--- config.mk ---
export PLATFORM = sky130hd
export DESIGN_NAME = viking_capture
export DESIGN_NICKNAME = d
export VERILOG_FILES = /design/src/rtl/viking_capture.sv
export SDC_FILE = /design/constraint.sdc
export NUM_CORES = 1
export LEC_CHECK = 0
export CORE_MARGIN = 4
export CORE_UTILIZATION = 50
export CTS_BUF_LIST = sky130_fd_sc_hd__clkbuf_16
export CTS_CLUSTER_SIZE = 28
export DETAILED_ROUTE_END_ITERATION = 8
export GPL_TIMING_DRIVEN = 1
export PLACE_DENSITY = 0.68
export SKIP_LAST_GASP = 1
export SYNTH_ARGS = -nofsm -noshare
export SYNTH_HDL_FRONTEND = slang
export SYNTH_SLANG_ARGS = --single-unit
--- constraint.sdc ---
create_clock -name pclk -period 4.5 [get_ports pclk]
set_clock_uncertainty 0.15 [all_clocks]
set_input_delay 0.9 -clock pclk [delete_from_list [all_inputs] [get_ports pclk]]
set_output_delay 0.9 -clock pclk [all_outputs]
set_load 0.02 [all_outputs]
--- src/rtl/viking_capture.sv ---
// Mono pixel capture: packs serial pixels into 64-bit words, queues them in a small
// FIFO and writes one word to RAM per owned bus slot (slot 1), address advancing by 4.
module viking_capture #(
    parameter logic [22:0] BASE       = 23'h600000,
    parameter logic [22:0] BASE_HI    = 23'h740000,
    parameter int          FIFO_DEPTH = 4
) (
    input  logic        pclk,
    input  logic        reset_n,
    input  logic        himem,
    input  logic        clk_8_en,
    input  logic [1:0]  bus_cycle,
    input  logic        pix_in,
    input  logic        pix_de,
    input  logic        pix_vs_n,
    output logic [22:0] addr,
    output logic        write,
    output logic [63:0] data,
    output logic        overflow,
    output logic        frame_done
);
    localparam int          AW       = $clog2(FIFO_DEPTH);
    localparam logic [AW:0] FULL_CNT = (AW+1)'(FIFO_DEPTH);

    logic          vs_q, de_q, slot_q, en_q, armed;
    logic [63:0]   sr;
    logic [5:0]    cnt;
    logic [AW-1:0] rp, wp;
    logic [AW:0]   count;
    logic [63:0]   mem [FIFO_DEPTH];

    logic          vs_fall, slot, slot_entry, full_push, part_push;
    logic          push, pop, commit, accept, drop, empty, full;
    logic [63:0]   sr_next, aligned, push_word;

    // First captured pixel ends up at data[15]; halfwords are swapped end-for-end.
    function automatic logic [63:0] reorder(input logic [63:0] s);
        return {s[15:0], s[31:16], s[47:32], s[63:48]};
    endfunction

    assign vs_fall    = vs_q & ~pix_vs_n;
    assign slot       = (bus_cycle == 2'd1);
    assign slot_entry = slot & ~slot_q;
    assign sr_next    = {sr[62:0], pix_in};
    assign aligned    = sr << (7'd64 - {1'b0, cnt});
    assign full_push  = pix_de & (cnt == 6'd63);
    assign part_push  = ~pix_de & de_q & (cnt != 6'd0);
    assign push_word  = full_push ? reorder(sr_next) : reorder(aligned);
    assign empty      = (count == '0);
    assign full       = (count == FULL_CNT);

    // A frame start overrides everything in its pclk: no push, no commit.
    assign push   = (full_push | part_push) & ~vs_fall;
    assign commit = slot & armed & clk_8_en & ~en_q & ~vs_fall;
    assign pop    = commit;
    assign accept = push & (~full | pop);
    assign drop   = push & full & ~pop;

    assign write = slot & armed;
    assign data  = mem[rp];

    // slot_q resets high so a reset released mid-slot waits for the next slot entry.
    always_ff @(posedge pclk or negedge reset_n) begin
        if (!reset_n) begin
            vs_q       <= 1'b0;
            de_q       <= 1'b0;
            slot_q     <= 1'b1;
            en_q       <= 1'b0;
            sr         <= '0;
            cnt        <= '0;
            armed      <= 1'b0;
            addr       <= BASE;
            overflow   <= 1'b0;
            frame_done <= 1'b0;
            rp         <= '0;
            wp         <= '0;
            count      <= '0;
        end else begin
            vs_q       <= pix_vs_n;
            de_q       <= pix_de;
            slot_q     <= slot;
            en_q       <= clk_8_en;
            frame_done <= vs_fall;
            if (vs_fall) begin
                addr     <= himem ? BASE_HI : BASE;
                sr       <= '0;
                cnt      <= '0;
                armed    <= 1'b0;
                overflow <= 1'b0;
                rp       <= '0;
                wp       <= '0;
                count    <= '0;
            end else begin
                if (pix_de) begin
                    sr  <= sr_next;
                    cnt <= cnt + 6'd1;
                end else if (part_push) begin
                    cnt <= '0;
                end
                if (slot_entry) begin
                    armed <= ~empty;
                end else if (commit | ~slot) begin
                    armed <= 1'b0;
                end
                if (commit) begin
                    addr <= addr + 23'd4;
                    rp   <= rp + 1'b1;
                end
                if (accept) begin
                    wp <= wp + 1'b1;
                end
                if (drop) begin
                    overflow <= 1'b1;
                end
                count <= count + (AW+1)'(accept) - (AW+1)'(pop);
            end
        end
    end

    always_ff @(posedge pclk or negedge reset_n) begin
        if (!reset_n) begin
            for (int i = 0; i < FIFO_DEPTH; i++) begin
                mem[i] <= '0;
            end
        end else if (accept) begin
            mem[wp] <= push_word;
        end
    end
endmodule

# Word level (Yosys, flattened, before mapping)
# Cells that the tools add are included.
# Widths: inputs -> output; s select.
[op_classes]
order_cmp = 3
bitwise_logic = 27
eq_ne = 3
n_addsub = 7
n_reduce_logical = 9
muxes = 25
shifts = 1
[op_table]
columns = ["operator", "n"]
rows = [
  ["$mux 64", 6],
  ["$bwmux 256", 1],
  ["$bmux 64 s2", 1],
  ["$demux 64 s2", 1],
  ["$shl 64x7->64", 1],
  ["$mux 23", 2],
  ["$add 23x3->23 const B", 1],
  ["$mux 21", 1],
  ["$mux 6", 3],
  ["$and 1x1->1", 13],
  ["$not 1->1", 9],
  ["$mux 2", 4],
  ["$reduce_bool 2->1", 4],
  ["$sub 7x6->7 const A", 1],
  ["$add 6x1->6 const B", 1],
  ["$eq 6x6->1 const B", 1],
  ["$ge 3x3->1 const B", 2],
  ["$not 2->3", 2],
  ["$reduce_bool 3->1", 2],
  ["$reduce_bool 6->1", 1],
  ["$mux 1", 5],
  ["$add 2x1->2 const B", 2],
  ["$add 3x1->3", 1],
  ["$eq 3x3->1 const B", 1],
  ["7 further kinds", 9],
]
[word_totals]
in_bits = 9
reg_bits = 363
wordCells = 92

# Longest topological paths before layout
[depth]
depth_word = 10
mapped_depth = 18
mapped_depth_nobuf = 14

# Least setup slack after synthesis
# No wires, ideal clock.
[synth_path]
kind = "register -> register"
startpoint = "reg cnt[0]"
endpoint = "reg count[2]"
required_time_ps = 4218
stages_incl_launch_ff = 19
n_path_buf = 4
arrival_ps = 3678
slack_ps = 540
path_cell_list = "dfrtp_1 buf_4 buf_4 inv_2 clkbuf_1 ha_1 buf_4 or4b_1 o211ai_1 a21oi_2 nand2_1 ha_1 inv_1 ha_1 inv_1 fa_1 xor2_1 xnor2_1 nor2_1"
[synth_via]
elab_chain_len = 8
[synth_lines]
columns = ["item", "line_no", "text"]
rows = [
  ["start, declared", "27", "logic [5:0] cnt;"],
  ["start signal, assigned", "96", "cnt <= cnt + 6'd1;"],
  ["$eq 6x6->1 / $reduce_bool 6->1 (equally long branches)", "46, 47", ""],
  ["$and 1x1->1, on equally long branches", "46, 47", ""],
  ["$or 1x1->1 (*)", "53", "assign push = (full_push | part_push) & ~vs_fall;"],
  ["$and 1x1->1 (*)", "53", ""],
  ["$and 1x1->1 (*)", "56", "assign accept = push & (~full | pop);"],
  ["$add 3x1->3 (*)", "115", "count <= count + (AW+1)'(accept) - (AW+1)'(pop);"],
  ["$sub 3x1->3 (*)", "115", ""],
  ["$mux 3 (*)", "84", "if (vs_fall) begin"],
  ["end signal, assigned", "115", ""],
  ["end, declared", "29", "logic [AW:0] count;"],
]
# Mark *: on every way between the ends. The rest lies on a longest branch, timed or not.
# A chain may end at the register's enable or synchronous reset.

# Worst setup path in the final report
[layout_path]
startpoint = "reg cnt[1]"
endpoint = "reg mem[219] in the netlist's numbering"
[layout_via]
elab_chain_len = 5
[layout_lines]
columns = ["item", "line_no", "text"]
rows = [
  ["parallel branches: the longest is 5 deep, another holds $sub 7x6->7", "n/a", ""],
  ["end signal, assigned by index", "126", "mem[wp] <= push_word;"],
  ["end, declared", "30", "logic [63:0] mem [FIFO_DEPTH];"],
]
# Several ways; the timed one is not identified.

==> flow_summary.yaml <==
global_route:
  antenna_found_initial: 0
  grt_max_degree: 97
  grtUsageTotal_pct: 27.41
  grt_pass1_wl_microns: 96900
  overflow: 0
  grt_pass1_vias: 16120
yosys:
  postSynthAreaPerCell_sq_um: 10.80
  synth-seq-area-share_pct: 43.21
  ys_types: 90
  synth_seq_cells: 361
  synth-edff-count: 0
  synth_ff_type: "dfrtp_1"
  syn_inst: 1937
  syn_area_sq_um: 20920
  yosys_warnings: 0
  ys_async_sr_fraction_pct: 100.0
critical_path:
  crit_path_max_incr_delay_ns: 0.70
  worstPathRequired_ns: 4.77
  endpoint_kind: "register"
  worstPathArrival_ns: 4.16
  cp_max_fo: 45
  r2r_slack_ns: 0.61
  cp_slowest_cell: "ha_4"
  cp_top_family: "multiplexers"
  worstPathCellList: "inv_1, ha_4, buf_12, mux4_2, mux2_2, mux2i_1, o31ai_1, a31oi_1, a21oi_1"
  cp_num_buf_inv: 2
  startpoint_type: "register"
  critPathKind: "register to register"
clock_tree:
  cts_tree: "built"
  h-tree-depth: 2
  clock_latency_ns: 0.56
  cts_buffers: 40
  clkTransAtPathRegs_ns: 0.06
  cts_hold_buf: 0
  cts_sinks: 361
  cts.repair.resized: 0
  clockBufferDepth: 3
  cts-root-buf: "clkbuf_16"
  post_cts_buffers: 0
final_layout:
  area_growth_pct: 13.36
  num_antenna_cells: 0
  fillers: 3499
  fin_nets: 1988
  final_layout_size_suffix_gt1_share_pct: 19.74
  instances_no_fill: 2533
sta:
  tns_ns: 0
  rsz0062_at_grt: "no"
  max_freq_mhz: 256.8
  report.final.slew_viol_count: 0
  finalCriticalPeriod_ns: 3.895
  hold_viol: 0
  slew-limit-headroom_pct: 29.64
  fin_crit_sh_pct: 86.55
  worstMarginPinSlew_ns: 1.047
  setup_viol: 0
power_and_ir_drop:
  ir_drop_mv: 0.2647
  p_leak_nw: 9.873
  power.density_nw_per_um2: 533.6
drt:
  vias: 16230
  drt-initial-drc-count: 1791
  avgViaCountPerCell: 6.405
  wl_per_cell_microns: 24.24
  drt_pass1_iterations: 6
  drt-total-wl_microns: 61400
  ant_nets: 0
  drc: 0
placed_design:
  numPortBuffers: 96
  place_congestion: 0.9988
  place_hpwl_microns: 43090
  dp.cells: 2459
die:
  initial_core_util_pct: 50.88
  die-area_sq_um: 45170
  num_rows: 74
  die-width_microns: 212.5
  ioPinCount: 99
  coreArea_sq_um: 41110
  die_y_microns: 212.5
run_status:
  status: "finished clean"
flow_run:
  cap_violations: 0
hold_path:
  worstHoldPathType: "input port to async pin"
-- per-stage QoR --
step,utilization (%),setup slack (ns),power [mW],cell area (sq um),hold WS [ns]
after floorplan,-,0.5399,7.905,20920,0.3314
after global placement,54.54,0.6158,9.315,22420,0.3503
after detailed placement,54.54,0.6186,9.474,22420,0.3620
after CTS,57.68,0.5242,12.72,23710,0.1935
after global routing,57.68,0.4586,13.37,23710,0.1989
final,57.68,0.6054,12.65,23710,0.1416
-- cell families after synthesis --
group,after synthesis,synth area share [%]
AO/OA/AOI/OAI,472,14.51
XOR/XNOR,31,1.460
adder cells (fa/ha/maj),10,0.6341
buffers and inverters,191,4.696
flip-flops,361,43.21
multiplexers,328,24.24
other,1,0.01793
AND/OR/NAND/NOR,543,11.23
-- path summary, 6_finish.rpt --
path | depth (start not counted) | startpoint | end
max | 9 | cnt[1] | mem[219]
min | 1 | reset_n | mem[143]
max reg2reg | 9 | cnt[1] | mem[219]
min reg2reg | 2 | sr[63] | sr[63]
max in group asynchronous | 2 | reset_n | mem[176]
min in group pclk | 1 | pix_de | de_q
-- area by class of cell --
| cell class | instances | area (sq um) | area share [%] |
|---|---|---|---|
| multi-input combinational | 1386 | 10980 | 46.30 |
| tap | 532 | 665.6 | 2.807 |
| sequential | 361 | 9046 | 38.15 |
| clock inverter | 33 | 262.8 | 1.108 |
| timing repair buffer | 167 | 1684 | 7.103 |
| inverter | 13 | 48.80 | 0.2058 |
| clock buffer | 41 | 1026 | 4.327 |
-- placed cells by master (no fill, tap or decap), drive strengths merged, types with 27 or more instances in the layout --
cell           instances
mux2i                124
clkbuf                41
nand3                 27
mux2                  68
mux4                 136
dfrtp                358
a21oi                273
clkdlybuf4s50         94
nand2                 38
buf                   73
nor2                 388
o21ai                 31
a31oi                 27
-- report_power, final --
part / total (mW) / internal, mW / switching [mW]
clock network: 3.17 / 1.84 / 1.33
logic: 4.54 / 2.09 / 2.45
registers: 4.94 / 4.34 / 0.600
-- sequential cells by signal, summed over array words and instances (netlist names) --
signal,flops
rp,2
slot_q,1
cnt,6
en_q,1
overflow,1
mem,256
addr,21
vs_q,1
de_q,1
sr,64
armed,1
frame_done,1
wp,2
count,3
-- layer usage --
metal / vias to the layer above / global-route usage [%] / routed length [microns]
li1: 7213 / - / -
met1: 8289 / 40.24 / 26590
met2: 591 / 41.75 / 28460
met3: 132 / 4.633 / 4129
met4: 0 / 9.440 / 2219
met5: - / 0.3233 / 0
-- synth_stat cells (4+ instances only) --
cell / instances / area share [%]
clkbuf_1: 38 / 0.68
dfrtp_1: 358 / 43
mux2_2: 68 / 3.7
nor4_1: 5 / 0.15
mux4_2: 136 / 15
a32oi_1: 5 / 0.21
buf_6: 9 / 0.48
nor2_1: 387 / 6.9
a21oi_1: 269 / 6.4
a211oi_1: 5 / 0.18
buf_2: 89 / 2.1
and2_1: 10 / 0.30
a31oi_1: 27 / 0.81
o22ai_1: 7 / 0.21
a2111oi_0: 6 / 0.25
a221oi_2: 7 / 0.50
xnor2_1: 12 / 0.50
a32o_1: 6 / 0.29
and4_1: 6 / 0.25
and3_1: 11 / 0.33
a22oi_1: 21 / 0.75
o32ai_1: 9 / 0.38
inv_1: 12 / 0.22
ha_1: 9 / 0.54
a21boi_0: 5 / 0.18
xor2_1: 16 / 0.67
mux2i_1: 124 / 5.9
nand3_1: 27 / 0.65
buf_1: 19 / 0.34
nand2b_1: 5 / 0.15
o21a_1: 4 / 0.14
buf_4: 23 / 0.83
a211o_1: 4 / 0.17
o211ai_1: 5 / 0.18
a221oi_1: 5 / 0.21
a21oi_2: 4 / 0.17
nor3_1: 24 / 0.57
nand4_1: 8 / 0.24
o21ai_0: 28 / 0.67
nand2_1: 38 / 0.68
a211oi_2: 10 / 0.60
Power figures use the tool's default switching activity.
